### config.mk
export PLATFORM = sky130hd
export DESIGN_NAME = mac_accumulator
export DESIGN_NICKNAME = d
export VERILOG_FILES = /design/src/rtl/mac_accumulator.sv
export SDC_FILE = /design/constraint.sdc
export NUM_CORES = 1
export LEC_CHECK = 0
export ABC_AREA = 1
export CORE_MARGIN = 8
export CORE_UTILIZATION = 53
export DETAILED_ROUTE_END_ITERATION = 10
export PLACE_DENSITY = 0.85
export SLEW_MARGIN = 20
export SYNTH_ARGS = -nofsm -noshare
export SYNTH_HDL_FRONTEND = slang
export SYNTH_SLANG_ARGS = --single-unit
### constraint.sdc
create_clock -name clk -period 3.6 [get_ports clk]
set_input_delay 0.72 -clock clk [delete_from_list [all_inputs] [get_ports clk]]
set_output_delay 0.72 -clock clk [all_outputs]
set_load 0.03 [all_outputs]
### src/rtl/mac_accumulator.sv
// Sequential multiply-accumulate stage feeding an external 4x4 multiplier and summing its products.
// Build option: define MAC_SATURATE_EN to clamp the accumulator at its maximum on carry instead of wrapping.
module mac_accumulator #(
    parameter int ACC_W     = 16,
    parameter int MUL_LAT   = 1,
    parameter int MAX_TERMS = 255
) (
    input  logic             clk,
    input  logic             rst_n,
    input  logic             in_valid,
    output logic             in_ready,
    input  logic [3:0]       in_a,
    input  logic [3:0]       in_b,
    input  logic             in_last,
    output logic [3:0]       mul_a,
    output logic [3:0]       mul_b,
    input  logic [7:0]       mul_y,
    output logic             out_valid,
    input  logic             out_ready,
    output logic [ACC_W-1:0] out_acc,
    output logic [7:0]       out_count,
    output logic             overflow
);

    localparam logic [1:0] ST_IDLE = 2'd0;
    localparam logic [1:0] ST_MUL  = 2'd1;
    localparam logic [1:0] ST_DONE = 2'd2;

    localparam logic [2:0] LAT_LAST = 3'(MUL_LAT - 1);
    localparam logic [7:0] MAX_CNT  = 8'(MAX_TERMS);

    logic [1:0]       state_r;
    logic [3:0]       mul_a_r;
    logic [3:0]       mul_b_r;
    logic             last_r;
    logic [2:0]       wait_cnt_r;
    logic [ACC_W-1:0] acc_r;
    logic [7:0]       count_r;
    logic             overflow_r;
    logic             out_valid_r;

    logic [ACC_W:0]   sum_s;
    logic [ACC_W-1:0] acc_add_s;
    logic [7:0]       count_inc_s;
    logic             in_ready_s;

    // Next accumulator value: one extra bit catches the carry out of the add.
    always_comb begin
        sum_s       = {1'b0, acc_r} + {{(ACC_W - 7){1'b0}}, mul_y};
        count_inc_s = count_r + 8'd1;
        in_ready_s  = (state_r == ST_IDLE);
`ifdef MAC_SATURATE_EN
        if (sum_s[ACC_W]) begin
            acc_add_s = {ACC_W{1'b1}};
        end else begin
            acc_add_s = sum_s[ACC_W-1:0];
        end
`else
        acc_add_s = sum_s[ACC_W-1:0];
`endif
    end

    // Control FSM with operand, accumulator and result registers.
    always_ff @(posedge clk or negedge rst_n) begin
        if (!rst_n) begin
            state_r     <= ST_IDLE;
            mul_a_r     <= 4'd0;
            mul_b_r     <= 4'd0;
            last_r      <= 1'b0;
            wait_cnt_r  <= 3'd0;
            acc_r       <= {ACC_W{1'b0}};
            count_r     <= 8'd0;
            overflow_r  <= 1'b0;
            out_valid_r <= 1'b0;
        end else begin
            case (state_r)
                ST_IDLE: begin
                    if (in_valid) begin
                        mul_a_r    <= in_a;
                        mul_b_r    <= in_b;
                        last_r     <= in_last;
                        wait_cnt_r <= 3'd0;
                        state_r    <= ST_MUL;
                    end
                end
                ST_MUL: begin
                    wait_cnt_r <= wait_cnt_r + 3'd1;
                    if (wait_cnt_r == LAT_LAST) begin
                        acc_r   <= acc_add_s;
                        count_r <= count_inc_s;
                        if (sum_s[ACC_W]) begin
                            overflow_r <= 1'b1;
                        end
                        // MAX_TERMS forces a finish so out_count can never wrap.
                        if (last_r || (count_inc_s == MAX_CNT)) begin
                            state_r     <= ST_DONE;
                            out_valid_r <= 1'b1;
                        end else begin
                            state_r <= ST_IDLE;
                        end
                    end
                end
                ST_DONE: begin
                    if (out_ready) begin
                        acc_r       <= {ACC_W{1'b0}};
                        count_r     <= 8'd0;
                        overflow_r  <= 1'b0;
                        out_valid_r <= 1'b0;
                        state_r     <= ST_IDLE;
                    end
                end
                default: begin
                    state_r     <= ST_IDLE;
                    out_valid_r <= 1'b0;
                end
            endcase
        end
    end

    assign in_ready  = in_ready_s;
    assign mul_a     = mul_a_r;
    assign mul_b     = mul_b_r;
    assign out_valid = out_valid_r;
    assign out_acc   = acc_r;
    assign out_count = count_r;
    assign overflow  = overflow_r;

endmodule

==> results.sh, run 1 <==
export IMPL_status="finished, final reports clean"
export IMPL_worstSetupEndpointType="flop"
export IMPL_die_y_um=81.8
export IMPL_place_congestion=0.889
export IMPL_tns_ns=0
export IMPL_worstMarginPinSlew_ns=0.907
export IMPL_drt_total_wl_um=5620
export IMPL_pin_count=56
export IMPL_post_place_ws_ns=0.847
export IMPL_utilization=0.697
export IMPL_yosysUniqueCellTypes=31
export IMPL_hold_viol_final=0
export IMPL_vdd_drop_max_mv=0.497
export IMPL_rsz0062_at_grt="no"
export IMPL_combPwrFrac=0.579
export IMPL_swShare=0.487
export IMPL_synthesis_nets=334
export IMPL_coreArea_mm2=0.00426
export IMPL_crit_fanout=7
export IMPL_vias=2165
export IMPL_grt_start_max_net_pins=41
export IMPL_overflow=0
export IMPL_period_needed_ns=2.47
export IMPL_cts_hold_buffers=0
export IMPL_numCtsBuffers=5
export IMPL_critPathKind="in -> reg"
export IMPL_cts_tree="built"
export IMPL_slew_headroom=0.396
export IMPL_dr_pass1_iters=4
export IMPL_slew_viol_final=0
export IMPL_path_clk_slew_ns=0.08
export IMPL_power_density_mw_per_mm2=885
export IMPL_ys_warn_count=0
export IMPL_p_leak_nw=1.45
export IMPL_fin_nets=391
export IMPL_ant_nets=0
export IMPL_clkPwrFrac=0.117
export IMPL_critPathTopFamily="simple AND/OR/NAND/NOR gates"
export IMPL_route_detailed_wl_per_inst_um=13.7
export IMPL_n_antenna_cell=0
export IMPL_cts_sinks=40
export IMPL_p_int_mw=1.35
export IMPL_synth_top_area_share=0.436
export IMPL_arrival_ns=2.67
export IMPL_layout_commonest_cell="nand2_1"
export IMPL_area_growth_pct=29.5
export IMPL_row_count=24
export IMPL_clk_latency_ns=0.29
export IMPL_syn_inst=300
export IMPL_min_path_type="reg -> reg"
export IMPL_cts_max_path_buffers=2
export IMPL_initial_utilization=0.538
export IMPL_synth_avg_cell_area_um2=7.64
export IMPL_worstPathRequired_ns=3.79
export IMPL_placed_cell_area_mm2=0.00288
export IMPL_reg2reg_from="out_acc[0]"
export IMPL_h_tree_depth=2
export IMPL_finClkSkew_ns=0.00515
export IMPL_grt_pass1_vias=2213
export IMPL_syn_cell_area_mm2=0.00229
export IMPL_power_switching_mw=1.28
export IMPL_hp_start="mul_a[3]"
export IMPL_die_w_um=81.8
export IMPL_drive_above_1_share=0.0559
export IMPL_cts_setup_buffers=0
export IMPL_fill_cells=351
export IMPL_antenna_found_initial=0
export IMPL_port_buffers=55
export IMPL_min_period_over_period=0.687
export IMPL_setup_ws_ns=1.13
export IMPL_crit_slowest_cell="clkdlybuf4s50_1"
export IMPL_grt_usage=0.179
export IMPL_fmax_mhz=404
export IMPL_fin_hold_ws_ns=0.486
export IMPL_setup_viol=0
export IMPL_crit_buf_inv=3
export IMPL_drv_cap=0
export IMPL_drtIter0Drc=167
export IMPL_die_area_mm2=0.00669
export IMPL_hpwlAfterDp_um=4170
export IMPL_crit_top_cell="nand2_1"
export IMPL_cts_root_buf="clkbuf_8"
export IMPL_pwr_share_seq=0.304
export IMPL_grt_pass1_wl_um=9560
export IMPL_postCtsResizedCells=0
export IMPL_max_stage_delay_ns=0.46
export IMPL_synth_area_top_cells="dfrtp_1 (44%), nand2_1 (18%), ha_1 (6.5%), inv_1 (4.9%), nand3_1 (3.9%)"
export IMPL_ys_seq_elements=40
export IMPL_yosysSeqAreaShare=0.436
export IMPL_synth_largest_area_cell="dfrtp_1"
export IMPL_start_kind="input port"
export IMPL_viasPerCell=5.28
export IMPL_worstSetupStartpoint="mul_y[0]"
export IMPL_final_area_mm2=0.00297
export IMPL_cp_cell_sequence="clkdlybuf4s50_1 -> ha_1 -> inv_1 -> fa_1 -> o21ai_2 -> nand3_1 -> nand2_1 -> nand3_1 -> nand2_1 -> nand2_1 -> nand2_1 -> inv_1"
export IMPL_final_cell_mix="nand2_1 (111), clkdlybuf4s50_1 (54), dfrtp_1 (40)"
export IMPL_drc=0
worst min-delay path: stages, from the launching register on:
cell and delay (ns):
dfrtp_1 0.35, nand2_1 0.05, nand2_1 0.05
flip-flops by register name, summed over array words and instances (netlist names):
register / count
mul_a: 4
mul_b: 4
out_count: 8
wait_cnt_r: 3
overflow: 1
last_r: 1
state_r: 2
out_valid: 1
out_acc: 16
Yosys cell counts, drive strengths merged:
cell type,number
nand3,20
buf,2
a21boi,1
xnor2,2
nand4,3
nor3,2
o21ai,15
nor2,30
clkbuf,3
a31oi,1
nand2,113
o22ai,4
a21oi,15
a22o,1
inv,32
a32o,1
xor2,2
ha,12
dfrtp,40
fa,1
area by class of cell:
type,count,area [um^2],area share
clock buffers,8,90.1,0.0303
inverters,32,125,0.0421
multi-input cells,223,1140,0.385
well taps,52,65.1,0.0219
repair buffers,55,546,0.184
flip-flops and latches,40,1000,0.337
power groups by stage:
stage               registers, mW  clock network (mW)  logic (mW)
finish                      0.799               0.309        1.52
global route                0.826               0.335        1.67
CTS                         0.797               0.316        1.54
detailed placement          0.801                   0        1.53
global placement            0.794                   0        1.49
floorplan                    1.05                   0       0.751
kinds of logic after synthesis:
logic type / share of synthesized area
AND/OR/NAND/NOR: 0.317
flip-flops: 0.436
AO/OA/AOI/OAI: 0.0922
buffers and inverters: 0.0649
adder cells (fa/ha/maj): 0.0742
XOR/XNOR: 0.0153
final timing paths:
| kind | to | slack, ns | cells past startpoint |
|---|---|---|---|
| min reg2reg | mul_a[3] | 0.49 | 2 |
| min | mul_a[3] | 0.49 | 2 |
| max | out_acc[10] | 1.13 | 12 |
| max reg2reg | out_acc[10] | 1.61 | 11 |
| min in group asynchronous | out_acc[1] | 0.56 | 1 |
| max in group asynchronous | out_count[3] | 2.48 | 1 |
per-layer routing:
layer	GRT usage	vias to the layer above	routed length, um
li1	-	1069	-
met1	0.204	1001	2290
met2	0.305	84	2670
met3	0.0646	11	572
met4	0.0614	0	93
met5	0	-	0
metrics by stage:
stage	power, mW	std cells
floorplan	1.80	300
global placement	2.28	402
detailed placement	2.33	402
CTS	2.65	410
global route	2.83	410
finish	2.63	410
No activity file was read; power rests on OpenSTA's default activity.
==> run 2, diff against run 1 <==
Settings changed: CORE_UTILIZATION 53 to 49, PLACE_DENSITY 0.85 to 0.79.
Clock period 3.6 ns to 2.4 ns, I/O delays scaled along.
==> run 2 against run 1 <==
Worst hold slack got worse by 0.28 ns. Clock skew is 0.0049 ns higher. Critical path depth unchanged. Largest power group unchanged. Utilization down 4.4 points. Register-to-register slack worse by 1.1 ns. First-iteration DRC count fell by 46%. Clock power increased by 57%. Sequential share of layout area shrank 0.54 points.
==> results.sh, run 2 (synthesized netlist as in run 1, its figures left out) <==
export IMPL_status="finished, final reports clean"
export IMPL_top_layer="met4"
export IMPL_slew_viol_final=0
export IMPL_hold_viol_final=0
export IMPL_cts_sinks=40
export IMPL_placed_cell_area_mm2=0.00292
export IMPL_die_y_um=84.4
export IMPL_n_antenna_cell=0
export IMPL_drt_met1_wl_um=2450
export IMPL_clk_latency_ns=0.29
export IMPL_setup_viol=0
export IMPL_power_switching_mw=1.89
export IMPL_fill_cells=395
export IMPL_final_area_mm2=0.00302
export IMPL_fin_nets=396
export IMPL_drive_above_1_share=0.0746
export IMPL_numCtsBuffers=5
export IMPL_cts_tree="built"
export IMPL_ant_nets=0
export IMPL_viasPerCell=5.13
export IMPL_overflow=0
export IMPL_port_buffers=55
export IMPL_worstMarginPinSlew_ns=0.645
export IMPL_die_w_um=84.4
export IMPL_setup_ws_ns=0.232
export IMPL_worstPathRequired_ns=2.60
export IMPL_fmax_mhz=461
export IMPL_route_detailed_wl_per_inst_um=13.1
export IMPL_min_period_over_period=0.903
export IMPL_drt_total_wl_um=5430
export IMPL_cts_root_buf="clkbuf_8"
export IMPL_initial_utilization=0.495
export IMPL_rsz0062_at_grt="no"
export IMPL_largest_reg_flops=16
export IMPL_min_path_type="in -> async"
export IMPL_postCtsResizedCells=0
export IMPL_pwr_share_seq=0.300
export IMPL_antenna_found_initial=0
export IMPL_vias=2134
export IMPL_period_needed_ns=2.17
export IMPL_place_congestion=0.863
export IMPL_crit_fanout=7
export IMPL_layout_commonest_cell="nand2_1"
export IMPL_path_clk_slew_ns=0.08
export IMPL_drv_cap=0
export IMPL_final_cell_mix="nand2_1 (110), clkdlybuf4s50_1 (54), dfrtp_1 (40)"
export IMPL_route_met2_wl_um=2430
export IMPL_p_int_mw=2.07
export IMPL_cts_hold_buffers=0
export IMPL_multi_input_area_mm2=0.00115
export IMPL_post_place_ws_ns=-0.109
export IMPL_power_density_mw_per_mm2=1310
export IMPL_clkPwrFrac=0.123
export IMPL_regArea_mm2=0.00100
export IMPL_pin_count=56
export IMPL_reg2regPathDepth=11
export IMPL_hpwlAfterDp_um=4150
export IMPL_start_kind="input port"
export IMPL_h_tree_depth=2
export IMPL_grt_pass1_wl_um=9480
export IMPL_arrival_ns=2.37
export IMPL_critPathKind="in -> reg"
export IMPL_fin_hold_ws_ns=0.208
export IMPL_dr_pass1_iters=4
export IMPL_slew_headroom=0.570
export IMPL_cts_max_path_buffers=2
export IMPL_drc=0
export IMPL_grt_pass1_vias=2117
export IMPL_coreArea_mm2=0.00463
export IMPL_row_count=25
export IMPL_grt_start_max_net_pins=28
export IMPL_cts_setup_buffers=0
export IMPL_grt_usage=0.160
export IMPL_route_met3_wl_um=504
export IMPL_drtIter0Drc=91
export IMPL_swShare=0.477
export IMPL_die_area_mm2=0.00713
export IMPL_finClkSkew_ns=0.0100
export IMPL_area_growth_pct=31.6
export IMPL_vdd_drop_max_mv=0.750
export IMPL_combPwrFrac=0.577
export IMPL_worstSetupEndpointType="flop"
export IMPL_p_leak_nw=1.48
## run 2: changes by cell type in the layout (fill, tap and decap cells not counted), sizes merged
cell | before | now
buf | 1 | 6
clkbuf | 8 | 7
## run 2: worst max-delay path, stage by stage
cell,delay [ns]
clkdlybuf4s50_1,0.46
ha_1,0.17
inv_1,0.07
fa_1,0.41
o21ai_2,0.22
nand3_1,0.11
nand2_2,0.14
nand3_1,0.08
nand2_1,0.09
nand2_1,0.06
nand2_1,0.05
inv_1,0.03
## run 2: final timing paths
kind / to / slack, ns / start
worst max-delay path: out_acc[10] / 0.23 / mul_y[0]
worst min-delay path: out_acc[6] / 0.21 / rst_n
worst max register to register: out_acc[10] / 0.49 / out_acc[0]
worst min register to register: out_valid / 0.48 / out_valid
max in group asynchronous: out_count[3] / 1.61 / rst_n
min in group clk: out_valid / 0.48 / out_valid
## run 2: power groups by stage
stage	clock [mW]	sequential, mW	combinational (mW)
2_1_floorplan	0	1.57	1.13
3_3_place_gp	0	1.19	2.27
3_5_place_dp	0	1.20	2.31
4_1_cts	0.500	1.19	2.31
5_1_grt	0.519	1.23	2.55
6_report	0.486	1.19	2.29
## run 2: cell type report
| type | count | area share |
|---|---|---|
| Multi-Input combinational cell | 223 | 0.380 |
| Sequential cell | 40 | 0.332 |
| Timing Repair Buffer | 60 | 0.193 |
| Inverter | 32 | 0.0414 |
| Clock buffer | 7 | 0.0319 |
| Tap cell | 54 | 0.0224 |
## run 2: layer usage
metal | track usage | vias up
met5 | 0 | -
met3 | 0.0673 | 7
met2 | 0.269 | 62
met1 | 0.184 | 983
met4 | 0.0388 | 0
li1 | - | 1082
## run 2: through the flow
stage	util	setup TNS, ns	total power [mW]	std cells
floorplan	-	0	2.70	300
global placement	0.631	-0.0776	3.46	409
detailed placement	0.631	-0.361	3.50	409
CTS	0.652	0	4.00	416
global route	0.652	0	4.30	416
finish	0.652	0	3.96	416
